**src/rtl/char_seq_pkg.sv**
```systemverilog
// ----------------------------------------------------------------------------
// char_seq_pkg
// Shared definitions for the character stream sequencer: cpu_en encodings,
// the sequencer state enum, default block geometry and a helper that maps a
// sequencer state onto the cpu_en code presented to the processor.
// ----------------------------------------------------------------------------
package char_seq_pkg;

    // cpu_en encodings seen by the processor top level
    localparam logic [1:0] CPU_IDLE  = 2'b00;
    localparam logic [1:0] CPU_WRITE = 2'b01;
    localparam logic [1:0] CPU_EXEC  = 2'b10;

    // 12 rows x 9 characters per ciphertext block
    localparam int BUF_LEN_DEFAULT  = 108;
    localparam int EXEC_MAX_DEFAULT = 5000;

    typedef enum logic [2:0] {
        ST_FILL,
        ST_FULL,
        ST_WRITE,
        ST_EXEC,
        ST_DONE
    } seq_state_e;

    function automatic logic [1:0] cpu_en_of(input seq_state_e s);
        case (s)
            ST_WRITE: return CPU_WRITE;
            ST_EXEC:  return CPU_EXEC;
            default:  return CPU_IDLE;
        endcase
    endfunction

endpackage

```
**src/rtl/char_buffer_ram.sv**
```systemverilog
// ----------------------------------------------------------------------------
// char_buffer_ram
// BUF_LEN x 8 character store: one synchronous write port, one asynchronous
// read port. The array carries no reset; validity of each entry is tracked by
// the sequencer's fill count.
//
// Ports
//   clk_i     in   clock
//   we_i      in   write enable
//   waddr_i   in   write address
//   wdata_i   in   write data
//   raddr_i   in   read address
//   rdata_o   out  read data (combinational)
// ----------------------------------------------------------------------------
module char_buffer_ram #(
    parameter int BUF_LEN = 108,
    parameter int AW      = $clog2(BUF_LEN + 1)
) (
    input  logic          clk_i,
    input  logic          we_i,
    input  logic [AW-1:0] waddr_i,
    input  logic [7:0]    wdata_i,
    input  logic [AW-1:0] raddr_i,
    output logic [7:0]    rdata_o
);

    logic [7:0] mem_q [BUF_LEN];

    // Address guard keeps an out-of-range write from touching the array
    always_ff @(posedge clk_i) begin
        if (we_i && (waddr_i < AW'(BUF_LEN))) begin
            mem_q[waddr_i] <= wdata_i;
        end
    end

    assign rdata_o = mem_q[raddr_i];

endmodule

```
**src/rtl/char_stream_sequencer.sv**
```systemverilog
// ----------------------------------------------------------------------------
// char_stream_sequencer
// Collects one ciphertext block from the host over a valid/ready handshake,
// then streams it to the processor's data RAM (cpu_en = WRITE for exactly
// BUF_LEN cycles), then lets the processor run (cpu_en = EXEC) until it
// signals completion or the watchdog expires.
//
// Ports
//   clock             in   sole clock, posedge
//   reset             in   asynchronous, active-low
//   in_valid          in   host byte valid
//   in_data[7:0]      in   host byte
//   in_ready          out  sequencer accepts a byte this cycle
//   start             in   level: begin WRITE->EXEC (edge-sensitive in DONE)
//   cpu_done          in   single-cycle completion pulse from the processor
//   cpu_en[1:0]       out  00 IDLE, 01 WRITE, 10 EXEC (registered)
//   char_buffer_data  out  byte for the current WRITE cycle, 0 otherwise
//   fill_count        out  bytes accepted so far, 0..BUF_LEN
//   busy              out  in WRITE or EXEC
//   done              out  in DONE after a normal finish
//   timeout           out  in DONE after a watchdog expiry
// ----------------------------------------------------------------------------
module char_stream_sequencer
    import char_seq_pkg::*;
#(
    parameter int         BUF_LEN         = BUF_LEN_DEFAULT,
    parameter int         EXEC_MAX_CYCLES = EXEC_MAX_DEFAULT,
    parameter logic [7:0] PAD_CHAR        = 8'h00,
    localparam int        CW              = $clog2(BUF_LEN + 1),
    localparam int        WW              = $clog2(EXEC_MAX_CYCLES + 1)
) (
    input  logic          clock,
    input  logic          reset,
    input  logic          in_valid,
    input  logic [7:0]    in_data,
    output logic          in_ready,
    input  logic          start,
    input  logic          cpu_done,
    output logic [1:0]    cpu_en,
    output logic [7:0]    char_buffer_data,
    output logic [CW-1:0] fill_count,
    output logic          busy,
    output logic          done,
    output logic          timeout
);

    localparam logic [CW-1:0] FILL_MAX = CW'(BUF_LEN);
    localparam logic [CW-1:0] RD_LAST  = CW'(BUF_LEN - 1);
    localparam logic [WW-1:0] WD_MAX   = WW'(EXEC_MAX_CYCLES);
    localparam logic [WW-1:0] WD_LAST  = WW'(EXEC_MAX_CYCLES - 1);

    seq_state_e    state_q, state_d;
    logic [CW-1:0] fill_q, fill_d;
    logic [CW-1:0] rd_idx_q, rd_idx_d;
    logic [WW-1:0] wdog_q, wdog_d;
    logic [1:0]    cpu_en_q, cpu_en_d;
    logic          done_q, done_d;
    logic          timeout_q, timeout_d;
    logic          start_q;
    logic          accept;
    logic [7:0]    rd_data;

    // Zero-latency handshake: ready depends only on registered state
    assign in_ready = (state_q == ST_FILL) && (fill_q < FILL_MAX);
    assign accept   = in_ready && in_valid;

    char_buffer_ram #(
        .BUF_LEN (BUF_LEN),
        .AW      (CW)
    ) u_buf (
        .clk_i   (clock),
        .we_i    (accept),
        .waddr_i (fill_q),
        .wdata_i (in_data),
        .raddr_i (rd_idx_q),
        .rdata_o (rd_data)
    );

    always_comb begin
        state_d   = state_q;
        fill_d    = fill_q;
        rd_idx_d  = rd_idx_q;
        wdog_d    = wdog_q;
        done_d    = done_q;
        timeout_d = timeout_q;

        case (state_q)
            ST_FILL: begin
                if (accept) begin
                    fill_d = fill_q + CW'(1);
                end
                // A byte arriving with start is stored on the same edge
                if (start) begin
                    state_d  = ST_WRITE;
                    rd_idx_d = '0;
                end else if (accept && (fill_q == RD_LAST)) begin
                    state_d = ST_FULL;
                end
            end
            ST_FULL: begin
                if (start) begin
                    state_d  = ST_WRITE;
                    rd_idx_d = '0;
                end
            end
            ST_WRITE: begin
                if (rd_idx_q == RD_LAST) begin
                    state_d = ST_EXEC;
                    wdog_d  = '0;
                end else begin
                    rd_idx_d = rd_idx_q + CW'(1);
                end
            end
            ST_EXEC: begin
                if (wdog_q < WD_MAX) begin
                    wdog_d = wdog_q + WW'(1);
                end
                // Completion takes priority over a coincident expiry
                if (cpu_done) begin
                    state_d = ST_DONE;
                    done_d  = 1'b1;
                end else if (wdog_q >= WD_LAST) begin
                    state_d   = ST_DONE;
                    timeout_d = 1'b1;
                end
            end
            ST_DONE: begin
                // Only a fresh 0->1 of start re-arms; a held level does not
                if (start && !start_q) begin
                    state_d   = ST_FILL;
                    fill_d    = '0;
                    done_d    = 1'b0;
                    timeout_d = 1'b0;
                end
            end
            default: begin
                state_d = ST_FILL;
            end
        endcase

        cpu_en_d = cpu_en_of(state_d);
    end

    always_ff @(posedge clock or negedge reset) begin
        if (!reset) begin
            state_q   <= ST_FILL;
            fill_q    <= '0;
            rd_idx_q  <= '0;
            wdog_q    <= '0;
            cpu_en_q  <= CPU_IDLE;
            done_q    <= 1'b0;
            timeout_q <= 1'b0;
            start_q   <= 1'b0;
        end else begin
            state_q   <= state_d;
            fill_q    <= fill_d;
            rd_idx_q  <= rd_idx_d;
            wdog_q    <= wdog_d;
            cpu_en_q  <= cpu_en_d;
            done_q    <= done_d;
            timeout_q <= timeout_d;
            start_q   <= start;
        end
    end

    // Positions never filled stream as padding
    assign char_buffer_data = (state_q != ST_WRITE) ? 8'h00 :
                              (rd_idx_q < fill_q)   ? rd_data : PAD_CHAR;
    assign cpu_en     = cpu_en_q;
    assign fill_count = fill_q;
    assign busy       = (state_q == ST_WRITE) || (state_q == ST_EXEC);
    assign done       = done_q;
    assign timeout    = timeout_q;

endmodule

```
**config.mk**
```make
export PLATFORM = sky130hd
export DESIGN_NAME = char_stream_sequencer
export DESIGN_NICKNAME = d
export VERILOG_FILES = /design/src/rtl/char_seq_pkg.sv /design/src/rtl/char_buffer_ram.sv /design/src/rtl/char_stream_sequencer.sv
export SDC_FILE = /design/constraint.sdc
export NUM_CORES = 1
export LEC_CHECK = 0
export CAP_MARGIN = 20
export CORE_UTILIZATION = 57
export DETAILED_ROUTE_END_ITERATION = 10
export DONT_BUFFER_PORTS = 1
export PLACE_DENSITY_LB_ADDON = 0.05
export SLEW_MARGIN = 0
export SYNTH_ARGS = -nofsm -noshare
export SYNTH_HDL_FRONTEND = slang
export SYNTH_SLANG_ARGS = --single-unit
```
**constraint.sdc**
```tcl
create_clock -name clock -period 2.9 [get_ports clock]
set_input_delay 0.58 -clock clock [delete_from_list [all_inputs] [get_ports clock]]
set_output_delay 0.58 -clock clock [all_outputs]
set_load 0.01 [all_outputs]
```
# Yosys cells after proc, flatten, opt, wreduce, memory -nomap -nowiden
# Memories as Yosys holds them, arrays and structs flattened.
# Cells that the tools add are included.
[classes] n_addsub=3 n_mul=0 div=0 magnitude_cmp=4 n_eq_ne=18 shift=0 mux=28 bitwise=0 reduce_logical=18
[ops] op="two-way mux 7 bit" n=4
[ops] op="one-hot mux 7 bit (2 select lines)" n=2
[ops] op="two-way mux 13 bit" n=2
[ops] op="one-hot mux 13 bit (2 select lines)" n=1
[ops] op="two-way mux 3 bit" n=7
[ops] op="two-way mux 8 bit" n=2
[ops] op="!= test 2 bit (second input constant)" n=8
[ops] op="one-hot mux 3 bit (5 select lines)" n=1
[ops] op="adder 7 x 1 -> 7 bit (second input constant)" n=2
[ops] op="== test 7 bit (second input constant)" n=2
[ops] op="adder 13 x 1 -> 13 bit (second input constant)" n=1
[ops] op=">= comparator 13 bit (second input constant)" n=1
[ops] op="< comparator 13 bit (second input constant)" n=1
[ops] op="== test 3 x 2 -> 1 bit (second input constant)" n=4
[ops] op="AND reduction 3 bit" n=4
[ops] op="nonzero test 2 bit" n=4
[ops] op="< comparator 7 bit" n=1
[ops] op="< comparator 7 bit (second input constant)" n=1
[ops] op="two-way mux 1 bit" n=6
[ops] op="logical AND 1 bit" n=5
[ops] op="one-hot mux 1 bit (2 select lines)" n=2
[ops] op="one-hot mux 2 bit (2 select lines)" n=1
[ops] op="AND reduction 4 bit" n=1
[ops] op="== test 3 x 1 -> 1 bit (second input constant)" n=1
[ops] op="7 further kinds" n=7
[word_totals] regBits=35 latch_bits=0 mem_bits_rw=864 mem_bits_ro=0 output_inout_bits=21 elab_cells=80 n_memories=1
[memory_table] name="u_buf.mem_q" depth=108 word_bits=8 rd=1 rd_ports_with_merged_regs=0 write_ports=1 line_no="char_buffer_ram.sv:27" text="logic [7:0] mem_q [BUF_LEN];"

# Longest topological paths before layout
[depth] word_depth=9 mapped_depth=11 depth_no_buf=8

# Cells and area by module
# A second synthesis with hierarchy kept.
[unflattened] hier_cells=1794 area_unflattened_um2=35738.0
[modules_own_cells] mod="char_buffer_ram" n_inst=1 cells_each=1564 area_each_um2=33599.7
[modules_own_cells] mod="char_stream_sequencer" n_inst=1 cells_each=230 area_each_um2=2138.3

# Worst setup path after synthesis
# OpenSTA, ideal clock, no wires.
[synth_path] kind="register -> output" start="register fill_q[1] (netlist: fill_count[1])" end="output char_buffer_data[5]" arrival_ns=2.287 required_time_ns=2.320 slack_ns=0.033 path_stages_with_launch=9 n_path_buf=1 cell_sequence="dfrtp_1 > clkbuf_1 > inv_1 > ha_1 > a21o_1 > a21o_1 > a21oi_2 > or4b_1 > a31oi_1"
[synth_between] elab_chain_cells=3
[synth_lines] item="from (decl)" line_no="char_stream_sequencer.sv:53" text="logic [CW-1:0] fill_q, fill_d;"
[synth_lines] item="from (signal assigned)" line_no="char_stream_sequencer.sv:156" text="fill_q <= fill_d;"
[synth_lines] item="< comparator 7 bit" line_no="char_stream_sequencer.sv:168" text="(rd_idx_q < fill_q) ? rd_data : PAD_CHAR;"
[synth_lines] item="two-way mux 8 bit" line_no="char_stream_sequencer.sv:168"
[synth_lines] item="two-way mux 8 bit" line_no="char_stream_sequencer.sv:167" text="assign char_buffer_data = (state_q != ST_WRITE) ? 8'h00 :"
[synth_lines] item="to (decl)" line_no="char_stream_sequencer.sv:40" text="output logic [7:0] char_buffer_data,"
# Every way passes these cells.

# Worst setup path after layout
[layout_path] start="register rd_idx_q[0]" end="output char_buffer_data[5]"
[layout_between] elab_chain_cells=3 word_cells_on_any_way=4 classes_between="1 x order compare; 2 x mux; 1 x memory"
[layout_lines] item="from (decl)" line_no="char_stream_sequencer.sv:54" text="logic [CW-1:0] rd_idx_q, rd_idx_d;"
[layout_lines] item="from (signal assigned)" line_no="char_stream_sequencer.sv:157" text="rd_idx_q <= rd_idx_d;"
[layout_lines] item="memory read (108 x 8 bit) / < comparator 7 bit (equally long branches)"
[layout_lines] item="two-way mux 8 bit *" line_no="char_stream_sequencer.sv:168"
[layout_lines] item="two-way mux 8 bit *" line_no="char_stream_sequencer.sv:167"
# Mark *: on every way between the ends. The rest lies on a longest branch, timed or not.

==> flow_summary.json <==
{
  "status": "complete, but fails checks",
  "violations": "negative setup slack",
  "min_path_type": "input pin to register",
  "netlist_area_um2": 36090,
  "via_count": 19000,
  "yosysSeqAreaShare_pct": 74.31,
  "clk_latency_ps": 640,
  "syn_nets": 1806,
  "fin_util_pct": 67.94,
  "io_buffer_count": 0,
  "area_growth_syn_to_layout_pct": 17.03,
  "crit_type": "register to primary output",
  "power_switching_w": 0.01100,
  "min_path_cells": 0,
  "p_clk_share_pct": 30.1,
  "place_ws_ps": -686.9,
  "synth_warnings": 0,
  "layout_min_cycle_time_ps": 3884,
  "fin_crit_sh_pct": 133.9,
  "slew-limit-headroom_pct": 35.14,
  "worst_pin_slew_ps": 965.5,
  "numCtsBuffers": 89,
  "grt_max_degree": 109,
  "crit_fanout": 6,
  "rsz0062_at_grt": "yes",
  "reg2regPathDepth": 11,
  "synth_top_cell_by_area": "edfxtp_1",
  "final_common_cell": "edfxtp_1",
  "syn_inst": 1784,
  "cts.sinks": 899,
  "fillCellCount": 4005,
  "synth_edf_count": 864,
  "grt_pass1_wl_um": 130400,
  "avgSynthCellArea_um2": 20.23,
  "placed_cells": 2835,
  "async_flop_share_pct": 3.893,
  "grt_pass1_vias": 18980,
  "maxSlewViolCount": 0,
  "die_h_um": 253.6,
  "synth_cell_types": 80,
  "core-area_um2": 62170,
  "synth_area_leaders": "edfxtp_1 (72%), mux4_2 (11%), mux4_1 (2.6%)",
  "cp_slowest_stage_delay_ps": 610,
  "viasPerCell": 6.312,
  "die_area_um2": 64330,
  "vdd_ir_drop_max_v": 0.0005428,
  "ant_nets": 0,
  "cp.required_ps": 2320,
  "hold_violations": 0,
  "hpwl_um": 55260,
  "fin_skew_ps": 16.12,
  "remaining_drc_errors": 0,
  "cp_slowest_cell": "mux4_1",
  "clk_pin_slew_ps": 60,
  "gp_congestion": 0.8481,
  "rows": 91,
  "drive_gt1_share_pct": 32.95,
  "start_util_pct": 58.05,
  "power_w": 0.03739,
  "internal_power_w": 0.02639,
  "ys.flop_type": "edfxtp_1",
  "cp.arrival_ps": 3300,
  "leakagePower_nw": 14.06,
  "ioPinCount": 34,
  "die_w_um": 253.6,
  "cts-root-buf": "clkbuf_16",
  "maxCapViolations": 0,
  "p_per_area_nw_per_um2": 885.2,
  "synth_seq_cells": 899,
  "routedWlPerCell_um": 29.76,
  "drt_iter0_drc": 1882,
  "dr.pass1.iters": 6,
  "max_freq_mhz": 257.5,
  "cts_tree": "built",
  "endpoint_kind": "primary output",
  "final_cell_mix": "edfxtp_1 (864), buf_4 (286), mux4_2 (192)",
  "seqPwrFrac_pct": 38.7,
  "fin_nets": 2127,
  "start_kind": "register",
  "synth_top_area_share_pct": 71.89,
  "antenna_found_initial": 2,
  "comb_power_share_pct": 31.3,
  "cts_buffer_depth": 3,
  "setup_ws_ps": -984.0,
  "diodes": 0,
  "overflow": 0,
  "crit_chain": "buf_12 -> buf_12 -> mux4_1 -> mux4_2 -> o22ai_4 -> buf_4 -> or4b_4 -> a31oi_1 -> buf_4",
  "wl_um": 89580,
  "setup_tns_ps": -7460,
  "final_cells": 3010,
  "netSwitchingFraction_pct": 29.42,
  "grtUsageTotal_pct": 28.70,
  "htree_num_levels": 3,
  "setup_violations": 8
}
-- logic make-up (layout without fill, tap and decap cells) --
group | count (synthesis) | in the layout | synth area share (%)
adder cells (fa/ha/maj) | 9 | 9 | 0.3120
AND/OR/NAND/NOR | 346 | 346 | 4.316
multiplexers | 273 | 273 | 15.55
buffers and inverters | 105 | 494 | 2.371
AO/OA/AOI/OAI | 136 | 136 | 2.746
XOR/XNOR | 16 | 16 | 0.3883
flip-flops | 899 | 899 | 74.31
-- critical path: cells and delay by family, from the launching register on --
kind / cells / cell delay (ps)
flops: 1 / 500
buf+inv: 4 / 630
simple gates: 1 / 140
mux: 2 / 1130
compound gates: 2 / 270
-- per-stage QoR --
step	hold WS [ps]	cell area [µm²]
after CTS	16.31	42120
after global routing	9.907	42240
after global placement	285.2	38860
after floorplan	284.4	36090
after detailed placement	285.0	38860
final	49.27	42240
-- layer usage --
metal | up-vias | wire length (µm) | global-route usage (%) | share of wire (%)
met4 | 2 | 2378 | 8.176 | 2.7
met2 | 741 | 43700 | 45.84 | 49
met5 | - | 13 | 0 | 0.015
met3 | 157 | 6629 | 5.347 | 7.4
met1 | 10110 | 36860 | 40.99 | 41
li1 | 7989 | - | - | -
-- registers in the layout, indices dropped and copies added, names as in the netlist --
| register | count |
|---|---|
| u_buf.mem_q | 864 |
| wdog_q | 13 |
| fill_count | 7 |
| start_q | 1 |
| timeout | 1 |
| done | 1 |
| rd_idx_q | 7 |
| state_q | 3 |
| cpu_en | 2 |
-- cell usage after synthesis, types with 4 or more instances --
cell / instances
a221oi_1: 7
nor2_1: 154
or3_1: 7
nand2b_1: 6
nor4_1: 4
a22o_1: 4
clkbuf_8: 16
a31oi_1: 8
mux4_1: 36
nor2b_1: 9
edfxtp_1: 864
nand4_1: 7
clkbuf_1: 21
o311ai_0: 4
a2111oi_0: 5
inv_1: 9
or2_2: 6
xnor2_1: 13
dfrtp_1: 35
buf_2: 22
buf_8: 12
o221ai_1: 6
a211oi_1: 13
o22ai_1: 11
ha_1: 9
buf_4: 7
nand2_1: 78
nor3_1: 19
a21oi_1: 19
mux2_2: 14
and3_1: 4
mux2i_1: 41
buf_6: 11
mux4_2: 182
and2_1: 4
o21ai_0: 19
nand3_1: 32
a21o_1: 6
-- layout make-up --
| cell class | count | area [µm²] | area share [%] |
|---|---|---|---|
| flip-flops and latches | 899 | 26830 | 63.53 |
| clock buffers | 112 | 2439 | 5.774 |
| multi-input cells | 780 | 8650 | 20.48 |
| well taps | 837 | 1047 | 2.479 |
| repair buffers | 324 | 2824 | 6.686 |
| clock inverters | 47 | 401.6 | 0.9509 |
| inverters | 11 | 41.29 | 0.09776 |
-- path summary, 6_finish.rpt --
| kind | from | endpoint | slack, ps |
|---|---|---|---|
| max in group asynchronous | reset | rd_idx_q[1] | 2260 |
| min in group asynchronous | reset | wdog_q[11] | 400 |
| worst min register to register | wdog_q[0] | wdog_q[0] | 550 |
| worst max register to register | rd_idx_q[2] | rd_idx_q[6] | 210 |
| worst max-delay path | rd_idx_q[0] | char_buffer_data[5] | -980 |
| worst min-delay path | in_data[2] | u_buf.mem_q[15][2] | 50 |
-- power groups by stage --
stage	combinational, W	clock (W)	sequential, W
floorplan	0.00650	0	0.0147
global placement	0.0107	0	0.0147
detailed placement	0.0107	0	0.0147
CTS	0.0115	0.0114	0.0145
global route	0.0122	0.0119	0.0145
finish	0.0117	0.0112	0.0145
-- timing repair --
item | 4_1_cts | 5_1_grt
hold buffers | 3 | 0
pin swaps | 8 | 7
endpoints found under the setup margin | 8 | 8
resized for setup | 69 | 28
setup buffers | 9 | 4
cloned | 1 | 0
endpoints found under the hold margin | 36 | 0
Power figures use the tool's default switching activity.
==> edit 1: new RTL, config.mk and constraints unchanged <==
`EXEC_MAX_DEFAULT`: 5000 -> 20000.
--- a/src/rtl/char_seq_pkg.sv
+++ b/src/rtl/char_seq_pkg.sv
@@ -13,7 +13,7 @@
 
     // 12 rows x 9 characters per ciphertext block
     localparam int BUF_LEN_DEFAULT  = 108;
-    localparam int EXEC_MAX_DEFAULT = 5000;
+    localparam int EXEC_MAX_DEFAULT = 20000;
 
     typedef enum logic [2:0] {
         ST_FILL,
Check against the original RTL: same outputs for any inputs over 4 cycles, from zero or initial values and one cycle with reset low; that may be too few to reach the edited logic, so the function may still have changed.
==> edit 1 against the original RTL <==
  * The flow still finishes with violations (negative setup slack)
  * First-iteration DRC count rose by 3.9%
  * Routed wire length decreased by 3.1%
  * Worst setup slack better by 130 ps
  * Maximum frequency rose by 3.6%
  * Area after synthesis is 1.7% lower
  * Die area decreased by 1.7%
  * Design area fell by 0.40%
  * Final cell count fell by 0.47%
  * Non-clock buffer count decreased by 39
  * Total power up 0.71%
  * Critical path depth unchanged
  * Sequential cell count rose by 2
  * Highest routed layer is now met4
==> edit 1: results <==
[synthesis]
synth.distinct_cells = 61
ys_seq_area_share_pct = 75.7
syn_area_mm2 = 0.0355

[place]
dpl_worst_slack_ps = -526
dpl_cell_area_mm2 = 0.0381

[cells_and_area]
top_regs = "u_buf.mem_q x864, wdog_q x15"
drive_gt1_share_pct = 31.6
multi_input_area_share_pct = 20.4
nets = 2113
final_cells = 2996
clock_cell_area_share_pct = 6.49
signal_buffers = 285
regArea_mm2 = 0.0269
n_fill_cell = 3939
finish.utilization_pct = 68.3

[sta]
fin_ws_ps = -850
finalSetupViolCount = 8
worst_pin_slew_ps = 858

[worst_setup_path]
crit_family = "compound AO/OA/AOI/OAI gates"
max_stage_delay_ps = 510
r2r_start = "state_q[1]"

[pwr]
irDropWorstVdd_uv = 577
intPower_uw = 26400
total_leakage_power_uw = 0.0139

[outcome]
failed_checks = "negative setup slack"
status = "finished, violations left"

[hold_path]
hp-start = "in_data[4]"

[route]
firstDrtPassIters = 5
vias = 18708

[cts]
cts_buffers = 91
[edit 1: cell count changes after synthesis, moves of 11 or more]
| cell | before | now |
|---|---|---|
| a22oi_1 | 2 | 18 |
| mux2i_1 | 41 | 94 |
| nor3_1 | 19 | 8 |
| clkbuf_8 | 16 | 0 |
| mux2_2 | 14 | 3 |
| clkbuf_1 | 21 | 42 |
| mux4_1 | 36 | 5 |
| a211oi_1 | 13 | 35 |
| a22o_1 | 4 | 23 |
| buf_8 | 12 | 0 |
| nand2_1 | 78 | 60 |
[edit 1: worst paths after layout]
kind,slack (ps),endpoint,depth (start not counted)
max,-850,char_buffer_data[4],9
min,40,u_buf.mem_q[98][4],0
max reg2reg,130,u_buf.mem_q[27][0],4
min reg2reg,540,wdog_q[1],2
max in group asynchronous,2140,wdog_q[0],2
min in group asynchronous,520,rd_idx_q[4],2
[edit 1: timing repair]
| item | CTS | global route |
|---|---|---|
| endpoints found under the setup margin | 20 | 25 |
| hold buffers | 3 | 0 |
| pin swaps | 8 | 41 |
| gates cloned | 3 | 3 |
| hold endpoints to repair | 38 | 0 |
| resized for setup | 86 | 62 |
| setup buffers | 10 | 27 |
[edit 1: layer usage]
metal  track usage, %  routed length [µm]
met4             7.60                2240
met1             40.0               36000
met3             4.78                6000
met5                0                   0
met2             44.8               42500
[edit 1: kinds of logic (layout without fill, tap and decap cells)]
group / after synthesis / after routing / share of synthesized area [%]
fa+ha+maj: 9 / 9 / 0.317
mux: 275 / 275 / 14.1
xor+xnor: 15 / 15 / 0.370
flops: 901 / 901 / 75.7
compound gates: 190 / 190 / 4.00
buf+inv: 103 / 455 / 1.61
simple gates: 314 / 314 / 3.90
==> edit 2: new RTL, same flow settings <==
Made on the original files. Reset style: synchronous (`reset`), changed in one clocked block. Comments in the files are not updated.
--- a/src/rtl/char_stream_sequencer.sv
+++ b/src/rtl/char_stream_sequencer.sv
@@ -141,7 +141,7 @@
         cpu_en_d = cpu_en_of(state_d);
     end
 
-    always_ff @(posedge clock or negedge reset) begin
+    always_ff @(posedge clock) begin
         if (!reset) begin
             state_q   <= ST_FILL;
             fill_q    <= '0;
Function: differs if reset is asserted again (counterexample within 4 cycles, from zero or initial values and one cycle with reset low); with reset held inactive, the same outputs for 4 cycles.
==> edit 2 against the original RTL <==
  * The run still ends with negative setup slack left
  * Sequential cell count is 7 higher
  * Final cell count is 3.5% higher
  * Worst setup slack worse by 44 ps
  * First-iteration DRC count is 15% higher
  * Maximum frequency is 1.1% lower
  * Routed wire length is 2.5% higher
  * Area after synthesis is 0.39% higher
  * Design area is 2.5% higher
  * Critical path type unchanged
Power is not compared: it rests on default switching activity, and its combinational part moved more than twofold at a synthesized area within 25%.
==> edit 2: results <==
[cells_and_area]
seq_cell_count = 906
multi_input_cells = 816
nets = 2214
signal_buffers = 362
clock_buffers = 113
multi_input_area_share_pct = 20.8
bufAreaShareNonClock_pct = 7.81
n_fill_cell = 4108
n_antenna_cell = 1
clock_cell_area_share_pct = 6.90
inv_count = 15
drive_gt1_share_pct = 34.5
regArea_mm2 = 0.0268

[worst_setup_path]
path_max_fanout = 4
r2r-end = "u_buf.mem_q[14][3]"
r2r_cells = 9
r2r_start = "fill_count[3]"
critPathLaunchType = "flip-flop"
setup.worst_path.end = "char_buffer_data[3]"
r2r_setup_slack_ps = 230
worst_ep_arrival_time_ps = 3350

[grt]
grtUsageMet2_pct = 44.7
antenna_found_initial = 3
grt_pass1_wl_um = 132000
use_met1_pct = 42.2
met3_usage_pct = 7.55

[synthesis]
ys_seq_area_share_pct = 73.9
synth.distinct_cells = 76
synth_area_leaders = "edfxtp_1 72%, mux4_2 11%, dfxtp_1 2.3%"
synthXorXnorAreaFrac_pct = 0.411
muxShareOfSynthArea_pct = 15.5
synthTopCellsByCount = "864 x edfxtp_1, 173 x mux4_2, 157 x nor2_1"

[hold_path]
min_to = "u_buf.mem_q[36][5]"
hp-start = "in_data[5]"

[place]
hpwl_um = 56600
gp_congestion = 0.850
dpl_worst_slack_ps = -689

[route]
firstDrtPassIters = 8
drt_iter0_drc = 2161
vias = 19411

[cts]
cts_setup_buffers = 41
cts_resized = 134

[sta]
fin_ws_ps = -1030
finalSetupViolCount = 8
holdWs_ps = 32.5
worst_pin_slew_ps = 707
clock_skew_ps = 15.0

[outcome]
failed_checks = "negative setup slack"
status = "finished, violations left"
[edit 2: critical path, cell delays in order (launching register included)]
cell      delay (ps)
dfxtp_4          370
buf_12           110
buf_8            130
buf_6            120
mux4_2           520
mux4_2           550
o22ai_4          180
nor2_4            70
a311oi_2         280
buf_4            180
a211oi_2          40
buf_4            160
[edit 2: metal layers]
| metal | vias up | wire length, µm |
|---|---|---|
| li1 | 8254 | - |
| met1 | 10168 | 38400 |
| met2 | 842 | 42400 |
| met3 | 143 | 8520 |
| met4 | 4 | 2470 |
| met5 | - | 30 |
[edit 2: metrics by stage]
step	power, µW	setup TNS, ps	std cells	utilization (%)	cell area [µm²]
2_1_floorplan	15300	0	1837	-	36200
3_3_place_gp	15600	-4650	2895	62.0	39000
3_5_place_dp	15600	-8250	2895	62.0	39000
4_1_cts	27400	-7790	3103	68.4	43100
5_1_grt	28000	-8460	3113	68.7	43300
6_report	27300	-7860	3114	68.7	43300
